==> src/rtl/bsg_manycore_edge_pkg.sv <==
// ============================================================================
// Module   : bsg_manycore_edge_pkg
// Brief    : Shared op/status encodings and packet field layout helpers for
//            the manycore edge link.
// Revision : 1.0
// ============================================================================
`default_nettype none

package bsg_manycore_edge_pkg;

    typedef enum logic [1:0] {
        e_op_load  = 2'b00,
        e_op_store = 2'b01
    } edge_op_e;

    localparam logic [4:0] c_status_store_ack = 5'b00001;
    localparam logic [4:0] c_status_load_nack = 5'b00010;

    function automatic int safe_clog2(input int n);
        return (n <= 1) ? 1 : $clog2(n);
    endfunction

    // Request layout, LSB first: dest_x, dest_y, src_x, src_y, mask, op, addr, data
    function automatic int req_packet_width(input int x_w, input int y_w,
                                            input int a_w, input int d_w);
        return 6 + 2 * (x_w + y_w) + a_w + d_w;
    endfunction

    function automatic int req_src_x_lsb(input int x_w, input int y_w);
        return x_w + y_w;
    endfunction

    function automatic int req_src_y_lsb(input int x_w, input int y_w);
        return 2 * x_w + y_w;
    endfunction

    function automatic int req_op_lsb(input int x_w, input int y_w);
        return 2 * (x_w + y_w) + 4;
    endfunction

    // Return layout, LSB first: x, y, status
    function automatic int ret_packet_width(input int x_w, input int y_w);
        return 5 + x_w + y_w;
    endfunction

endpackage

`default_nettype wire

==> src/rtl/bsg_manycore_edge_link_channel.sv <==
// ============================================================================
// Module   : bsg_manycore_edge_link_channel (+ bsg_manycore_edge_link_fifo)
// Brief    : One edge channel, pass-through with credit control or terminate
//            with synthesised returns. Statistics registers are built only
//            when BSG_MANYCORE_EDGE_LINK_STATS_EN is defined.
// Revision : 1.0
// ============================================================================
`default_nettype none

module bsg_manycore_edge_link_fifo
    import bsg_manycore_edge_pkg::*;
#(
    parameter int WIDTH = 8,
    parameter int ELS   = 2
) (
    input  logic             clk,
    input  logic             rst,
    input  logic [WIDTH-1:0] i_data,
    input  logic             i_v,
    output logic             o_ready,
    output logic [WIDTH-1:0] o_data,
    output logic             o_v,
    input  logic             i_ready
);
    localparam int c_ptr_w = safe_clog2(ELS);
    localparam int c_cnt_w = safe_clog2(ELS + 1);
    localparam logic [c_ptr_w-1:0] c_last = c_ptr_w'(ELS - 1);
    localparam logic [c_cnt_w-1:0] c_full = c_cnt_w'(ELS);

    logic [WIDTH-1:0]   r_mem [ELS];
    logic [c_ptr_w-1:0] r_rd_ptr;
    logic [c_ptr_w-1:0] r_wr_ptr;
    logic [c_cnt_w-1:0] r_count;
    logic               w_enq;
    logic               w_deq;

    assign o_ready = (r_count != c_full);
    assign o_v     = (r_count != '0);
    assign o_data  = r_mem[r_rd_ptr];
    assign w_enq   = i_v & o_ready;
    assign w_deq   = o_v & i_ready;

    always_ff @(posedge clk) begin
        if (rst) begin
            r_rd_ptr <= '0;
            r_wr_ptr <= '0;
            r_count  <= '0;
        end else begin
            if (w_enq) r_wr_ptr <= (r_wr_ptr == c_last) ? '0 : r_wr_ptr + c_ptr_w'(1);
            if (w_deq) r_rd_ptr <= (r_rd_ptr == c_last) ? '0 : r_rd_ptr + c_ptr_w'(1);
            if (w_enq & ~w_deq)      r_count <= r_count + c_cnt_w'(1);
            else if (~w_enq & w_deq) r_count <= r_count - c_cnt_w'(1);
        end
    end

    always_ff @(posedge clk) begin
        if (w_enq) r_mem[r_wr_ptr] <= i_data;
    end
endmodule

module bsg_manycore_edge_link_channel
    import bsg_manycore_edge_pkg::*;
#(
    parameter int x_cord_width_p    = 4,
    parameter int y_cord_width_p    = 4,
    parameter int addr_width_p      = 32,
    parameter int data_width_p      = 32,
    parameter int fifo_els_p        = 2,
    parameter int max_out_credits_p = 16,
    parameter bit terminate_p       = 1'b0,
    localparam int packet_width_lp     = req_packet_width(x_cord_width_p, y_cord_width_p, addr_width_p, data_width_p),
    localparam int ret_packet_width_lp = ret_packet_width(x_cord_width_p, y_cord_width_p),
    localparam int credit_width_lp     = safe_clog2(max_out_credits_p + 1)
) (
    input  logic                           clk_i,
    input  logic                           reset_i,
    input  logic [packet_width_lp-1:0]     req_data_i,
    input  logic                           req_v_i,
    output logic                           req_ready_o,
    output logic [ret_packet_width_lp-1:0] ret_data_o,
    output logic                           ret_v_o,
    input  logic                           ret_ready_i,
    output logic [packet_width_lp-1:0]     req_data_o,
    output logic                           req_v_o,
    input  logic                           req_ready_i,
    input  logic [ret_packet_width_lp-1:0] ret_data_i,
    input  logic                           ret_v_i,
    output logic                           ret_ready_o,
    output logic [credit_width_lp-1:0]     credits_o,
    output logic [15:0]                    drop_count_o,
    output logic                           credit_err_o
);
    localparam int c_src_x_lsb = req_src_x_lsb(x_cord_width_p, y_cord_width_p);
    localparam int c_src_y_lsb = req_src_y_lsb(x_cord_width_p, y_cord_width_p);
    localparam int c_op_lsb    = req_op_lsb(x_cord_width_p, y_cord_width_p);

    logic w_req_acc;
    logic w_ret_acc;

    assign w_req_acc = req_v_i & req_ready_o;
    assign w_ret_acc = ret_v_i & ret_ready_o;

    if (terminate_p) begin : g_terminate
        logic [1:0]                     w_op;
        logic [x_cord_width_p-1:0]      w_src_x;
        logic [y_cord_width_p-1:0]      w_src_y;
        logic                           w_ret_gen;
        logic [ret_packet_width_lp-1:0] w_ret_pkt;
        logic                           w_unused;

        assign w_op      = req_data_i[c_op_lsb +: 2];
        assign w_src_x   = req_data_i[c_src_x_lsb +: x_cord_width_p];
        assign w_src_y   = req_data_i[c_src_y_lsb +: y_cord_width_p];
        // Ready comes from FIFO space alone; ops without a reply are still consumed.
        assign w_ret_gen = req_v_i & ((w_op == e_op_store) | (w_op == e_op_load));
        assign w_ret_pkt = {(w_op == e_op_store) ? c_status_store_ack : c_status_load_nack,
                            w_src_y, w_src_x};

        bsg_manycore_edge_link_fifo #(
            .WIDTH (ret_packet_width_lp),
            .ELS   (fifo_els_p)
        ) u_ret_fifo (
            .clk     (clk_i),
            .rst     (reset_i),
            .i_data  (w_ret_pkt),
            .i_v     (w_ret_gen),
            .o_ready (req_ready_o),
            .o_data  (ret_data_o),
            .o_v     (ret_v_o),
            .i_ready (ret_ready_i)
        );

        assign req_data_o   = '0;
        assign req_v_o      = 1'b0;
        assign ret_ready_o  = 1'b1;
        assign credits_o    = '0;
        assign credit_err_o = 1'b0;
        assign w_unused     = ^{req_ready_i, ret_v_i, ret_data_i, req_data_i, w_req_acc, w_ret_acc};

`ifdef BSG_MANYCORE_EDGE_LINK_STATS_EN
        logic [15:0] r_drop_count;

        always_ff @(posedge clk_i) begin
            if (reset_i)                                     r_drop_count <= '0;
            else if (w_req_acc && r_drop_count != 16'hFFFF)  r_drop_count <= r_drop_count + 16'd1;
        end

        assign drop_count_o = r_drop_count;
`else
        assign drop_count_o = '0;
`endif
    end else begin : g_pass
        localparam logic [credit_width_lp-1:0] c_max_credits = credit_width_lp'(max_out_credits_p);

        logic [credit_width_lp-1:0] r_credits;
        logic                       w_credit_ok;
        logic                       w_req_fifo_ready;
        logic                       w_at_max;

        assign w_credit_ok = (r_credits != '0);
        assign w_at_max    = (r_credits == c_max_credits);
        assign req_ready_o = w_req_fifo_ready & w_credit_ok;

        bsg_manycore_edge_link_fifo #(
            .WIDTH (packet_width_lp),
            .ELS   (fifo_els_p)
        ) u_req_fifo (
            .clk     (clk_i),
            .rst     (reset_i),
            .i_data  (req_data_i),
            .i_v     (req_v_i & w_credit_ok),
            .o_ready (w_req_fifo_ready),
            .o_data  (req_data_o),
            .o_v     (req_v_o),
            .i_ready (req_ready_i)
        );

        bsg_manycore_edge_link_fifo #(
            .WIDTH (ret_packet_width_lp),
            .ELS   (fifo_els_p)
        ) u_ret_fifo (
            .clk     (clk_i),
            .rst     (reset_i),
            .i_data  (ret_data_i),
            .i_v     (ret_v_i),
            .o_ready (ret_ready_o),
            .o_data  (ret_data_o),
            .o_v     (ret_v_o),
            .i_ready (ret_ready_i)
        );

        // A request and a return in the same cycle cancel out.
        always_ff @(posedge clk_i) begin
            if (reset_i)                               r_credits <= c_max_credits;
            else if (w_req_acc & ~w_ret_acc)           r_credits <= r_credits - credit_width_lp'(1);
            else if (w_ret_acc & ~w_req_acc & ~w_at_max) r_credits <= r_credits + credit_width_lp'(1);
        end

        assign credits_o    = r_credits;
        assign drop_count_o = '0;

`ifdef BSG_MANYCORE_EDGE_LINK_STATS_EN
        logic r_credit_err;

        always_ff @(posedge clk_i) begin
            if (reset_i)                               r_credit_err <= 1'b0;
            else if (w_ret_acc & ~w_req_acc & w_at_max) r_credit_err <= 1'b1;
        end

        assign credit_err_o = r_credit_err;
`else
        assign credit_err_o = 1'b0;
`endif
    end
endmodule

`default_nettype wire

==> src/rtl/bsg_manycore_edge_link.sv <==
// ============================================================================
// Module   : bsg_manycore_edge_link
// Brief    : Edge adapter of num_links_p request/return channel pairs, each
//            pass-through or terminate. Stats: BSG_MANYCORE_EDGE_LINK_STATS_EN.
// Revision : 1.0
// ============================================================================
`default_nettype none

module bsg_manycore_edge_link
    import bsg_manycore_edge_pkg::*;
#(
    parameter int num_links_p       = 4,
    parameter int x_cord_width_p    = 4,
    parameter int y_cord_width_p    = 4,
    parameter int addr_width_p      = 32,
    parameter int data_width_p      = 32,
    parameter int fifo_els_p        = 2,
    parameter int max_out_credits_p = 16,
    parameter logic [num_links_p-1:0] terminate_p = '0,
    localparam int packet_width_lp     = req_packet_width(x_cord_width_p, y_cord_width_p, addr_width_p, data_width_p),
    localparam int ret_packet_width_lp = ret_packet_width(x_cord_width_p, y_cord_width_p),
    localparam int credit_width_lp     = safe_clog2(max_out_credits_p + 1)
) (
    input  logic                                            clk_i,
    input  logic                                            reset_i,
    input  logic [num_links_p-1:0][packet_width_lp-1:0]     req_data_i,
    input  logic [num_links_p-1:0]                          req_v_i,
    output logic [num_links_p-1:0]                          req_ready_o,
    output logic [num_links_p-1:0][ret_packet_width_lp-1:0] ret_data_o,
    output logic [num_links_p-1:0]                          ret_v_o,
    input  logic [num_links_p-1:0]                          ret_ready_i,
    output logic [num_links_p-1:0][packet_width_lp-1:0]     req_data_o,
    output logic [num_links_p-1:0]                          req_v_o,
    input  logic [num_links_p-1:0]                          req_ready_i,
    input  logic [num_links_p-1:0][ret_packet_width_lp-1:0] ret_data_i,
    input  logic [num_links_p-1:0]                          ret_v_i,
    output logic [num_links_p-1:0]                          ret_ready_o,
    output logic [num_links_p-1:0][credit_width_lp-1:0]     credits_o,
    output logic [num_links_p-1:0][15:0]                    drop_count_o,
    output logic [num_links_p-1:0]                          credit_err_o
);
    for (genvar i = 0; i < num_links_p; i++) begin : g_link
        bsg_manycore_edge_link_channel #(
            .x_cord_width_p    (x_cord_width_p),
            .y_cord_width_p    (y_cord_width_p),
            .addr_width_p      (addr_width_p),
            .data_width_p      (data_width_p),
            .fifo_els_p        (fifo_els_p),
            .max_out_credits_p (max_out_credits_p),
            .terminate_p       (terminate_p[i])
        ) u_channel (
            .clk_i        (clk_i),
            .reset_i      (reset_i),
            .req_data_i   (req_data_i[i]),
            .req_v_i      (req_v_i[i]),
            .req_ready_o  (req_ready_o[i]),
            .ret_data_o   (ret_data_o[i]),
            .ret_v_o      (ret_v_o[i]),
            .ret_ready_i  (ret_ready_i[i]),
            .req_data_o   (req_data_o[i]),
            .req_v_o      (req_v_o[i]),
            .req_ready_i  (req_ready_i[i]),
            .ret_data_i   (ret_data_i[i]),
            .ret_v_i      (ret_v_i[i]),
            .ret_ready_o  (ret_ready_o[i]),
            .credits_o    (credits_o[i]),
            .drop_count_o (drop_count_o[i]),
            .credit_err_o (credit_err_o[i])
        );
    end
endmodule

`default_nettype wire

==> config.mk <==
export PLATFORM = sky130hd
export DESIGN_NAME = bsg_manycore_edge_link
export DESIGN_NICKNAME = d
export VERILOG_FILES = /design/src/rtl/bsg_manycore_edge_pkg.sv /design/src/rtl/bsg_manycore_edge_link_channel.sv /design/src/rtl/bsg_manycore_edge_link.sv
export SDC_FILE = /design/constraint.sdc
export NUM_CORES = 1
export LEC_CHECK = 0
export BUFFER_PORTS_ARGS = -buffer_cell sky130_fd_sc_hd__buf_2
export CORE_AREA = 2 2 356 358
export CTS_CLUSTER_SIZE = 8
export DETAILED_ROUTE_END_ITERATION = 10
export DIE_AREA = 0 0 358 360
export HOLD_SLACK_MARGIN = 0.06
export PLACE_DENSITY = 0.54
export SETUP_SLACK_MARGIN = 0.05
export SLEW_MARGIN = 0
export SYNTH_ARGS = -nofsm -noshare
export SYNTH_HDL_FRONTEND = slang
export SYNTH_SLANG_ARGS = --single-unit
==> constraint.sdc <==
create_clock -name clk_i -period 12.8 [get_ports clk_i]
set_clock_uncertainty 0.1 [all_clocks]
set_input_delay 0.64 -clock clk_i [delete_from_list [all_inputs] [get_ports clk_i]]
set_output_delay 0.64 -clock clk_i [all_outputs]
set_load 0.03 [all_outputs]
==> results.yml <==
power_and_ir_drop:
  p_comb_share_pct: 34.4
  p_per_area_mw_per_mm2: 229
  p_switching_mw: 3.77
  leakage_nw: 17.3
  clockPowerShare_pct: 27.6
  p_seq_share_pct: 38.0
  p_int_mw: 6.69
  p_sw_share_pct: 36.0
  irDropWorstVdd_uv: 148
timing:
  slew_violations: 0
  setup_violations: 0
  min_period_ns: 3.50
  fmax_mhz: 285
  worst_slack_ns: 9.30
  final_hold_viol_count: 0
  rsz0062_at_grt: "no"
  fin_crit_sh_pct: 27.4
  relSlewSlack_pct: 25.7
  tns_ns: 0
  tightest_slew_ns: 1.11
floorplan:
  die_x_um: 358
  ios: 914
  die_height_um: 360
  die_area_mm2: 0.129
  initial_utilization_pct: 25.9
  core_area_mm2: 0.125
  fp-row-count: 130
clocking:
  post-cts-setup-buffer-count: 0
  clk_pin_slew_ns: 0.05
  cts.htree.levels: 3
  cts_made_buffers: 118
  post_cts_resize_count: 0
  cts.sinks: 852
  cts_tree: "built"
  clock_latency_ns: 0.73
  clockRootBuffer: "clkbuf_16"
  cts_buffer_depth: 3
synthesis:
  syn_area_mm2: 0.0323
  synth_area_leader_cell: "edfxtp_1"
  synth-seq-area-share_pct: 77.2
  synth_async_sr_flop_share_pct: 0
  yosysTopAreaCellShare_pct: 73.5
  yosysWarnings: 0
  synth_edf_count: 792
  synth.most_common_cell: "edfxtp_1"
  ys.flop_type: "edfxtp_1"
  yosys-top-cells-count: "edfxtp_1, mux2_2, buf_4"
  synth_cell_type_count: 55
  synth_seq_cells: 852
  synth_cells: 1694
  syn_avg_cell_area_um2: 19.1
  ys_top_cells_by_area: "edfxtp_1, mux2_2, dfxtp_1, buf_4, xor2_1"
finish:
  syn_to_final_growth_pct: 41.1
  drive_above_1_share_pct: 46.2
  nNetsFinal: 3438
global_route:
  grt_max_degree: 77
  grt_usage_pct: 12.2
  antenna_found_initial: 7
  grt.overflow.total: 0
  grt_pass1_wl_mm: 120
  grt_pass1_vias: 20100
critical_path:
  cp_max_fo: 50
  r2r_cells: 10
  worst-setup-path-type: "register to primary output"
  arrival_ns: 2.76
  cp.required_ns: 12.06
  cp-start-kind: "register"
  worstReg2RegEnd: "g_link[0].u_channel.credits_o[4]"
  reg2reg_slack_ns: 9.38
  end_kind: "primary output"
  rr_startpoint: "g_link[0].u_channel.credits_o[0]"
placed_design:
  gp_congestion: 0.754
  post-dp-hpwl_mm: 55.5
  port-buffer-count: 845
  dpl_worst_slack_ns: 9.34
worst_hold_path:
  hold_start: "req_ready_i[3]"
  min_path_cells: 4
  hp-class: "input port to register"
run_status:
  status: "finished clean"
drt:
  post-route-drc-count: 0
  drtIter0Drc: 955
  num_vias: 19200
  first_pass_iters: 5
  routed_wl_mm: 82.0
  antenna_left: 0
  wire_per_inst_um: 17.4
  viasPerCell: 4.06
flow_run:
  cap_violations: 0
-- cell families (layout without fill, tap and decap cells) --
group	Yosys count	after routing	synth area share [%]
xor gates and xnor gates	41	41	1.11
and+or+nand+nor	156	156	2.51
other	1	70	0.0116
buffers and inverters	158	1468	2.85
adders and majority gates	24	24	1.02
DFF	852	852	77.2
AOI/OAI and AO/OA	58	58	1.21
muxes	404	404	14.1
-- what timing repair did --
action	4_1_cts	5_1_grt
hold buffers	396	0
setup endpoints to repair	0	0
hold endpoints to repair	792	0
-- stage by stage --
| stage | area (um2) | hold slack (ns) | util (%) | total power [mW] | std cells |
|---|---|---|---|---|---|
| 6_report | 45600 | 0.220 | 36.5 | 10.5 | 4723 |
| 5_1_grt | 45600 | 0.164 | 36.5 | 11.0 | 4722 |
| 4_1_cts | 45600 | 0.144 | 36.5 | 10.6 | 4721 |
| 3_5_place_dp | 38200 | 0.355 | 30.6 | 7.59 | 4134 |
| 3_3_place_gp | 38200 | 0.346 | 30.6 | 7.58 | 4134 |
| 2_1_floorplan | 32600 | 0.336 | - | 6.54 | 1761 |
-- sequential cells by signal (all words and copies together) (netlist names), named ones only --
register	count
g_link.u_channel.g_pass.u_ret_fifo.r_rd_ptr	4
g_link.u_channel.g_pass.u_ret_fifo.r_mem	104
g_link.u_channel.g_pass.u_req_fifo.r_wr_ptr	4
g_link.u_channel.g_pass.u_req_fifo.r_mem	688
g_link.u_channel.credits_o	20
g_link.u_channel.g_pass.u_ret_fifo.r_wr_ptr	4
g_link.u_channel.g_pass.u_req_fifo.r_rd_ptr	4
g_link.u_channel.g_pass.u_req_fifo.r_count	8
g_link.u_channel.g_pass.u_ret_fifo.r_count	8
-- worst max-delay path, cell delays in order, from the launching register on --
cell and delay, ns:
dfxtp_4 0.69, buf_4 0.66, mux2_2 0.40, buf_2 0.22
-- routing by layer --
layer,vias up,routed length [um],global-route usage [%]
met5,-,62,0
met4,10,3040,4.77
met3,185,7660,5.21
met2,698,40600,21.0
met1,9328,30600,13.1
li1,8961,-,-
-- worst max-delay path by stage --
stage | depth (start not counted) | to
floorplan | 4 | g_link[0].u_channel.g_pass.u_req_fifo.r_mem[0][0]
global placement | 10 | g_link[0].u_channel.credits_o[4]
detailed placement | 10 | g_link[0].u_channel.credits_o[4]
CTS | 3 | req_data_o[4]
global route | 3 | req_data_o[266]
finish | 3 | req_data_o[266]
-- power groups by stage --
stage,Clock (mW),Sequential (mW),Combinational [mW]
floorplan,0,4.01,2.52
global placement,0,4.01,3.56
detailed placement,0,4.04,3.55
CTS,2.99,3.99,3.67
global route,3.09,4.05,3.84
finish,2.89,3.98,3.60
-- cells in the final DEF (no fill, tap or decap), types with 5 or more instances in the layout --
| cell type | instances |
|---|---|
| buf_2 | 845 |
| edfxtp_1 | 792 |
| mux2_2 | 396 |
| dlygate4sd3_1 | 396 |
| clkbuf_16 | 118 |
| conb_1 | 68 |
| clkbuf_1 | 60 |
| dfxtp_1 | 56 |
| nor2_1 | 53 |
| xor2_1 | 33 |
| nand2_1 | 21 |
| a21oi_1 | 20 |
| ha_1 | 20 |
| inv_1 | 18 |
| buf_4 | 17 |
| nand2b_1 | 10 |
| or3_1 | 10 |
| nand3_1 | 9 |
| or2_2 | 8 |
| xnor2_1 | 8 |
| o21ai_0 | 8 |
| and3_1 | 6 |
| a21o_1 | 6 |
| mux2i_1 | 6 |
| nor2_4 | 5 |
-- area by class of cell --
class                      count  area [um2]
fill                       11900       79300
sequential                   852       25000
timing repair buffer        1258        8320
multi-input combinational    751        6740
clock buffer                 179        3190
tap                         1650        2060
clock inverter                12         251
inverter                      19        72.6
antenna                        2        5.00
Power figures use the tool's default switching activity.
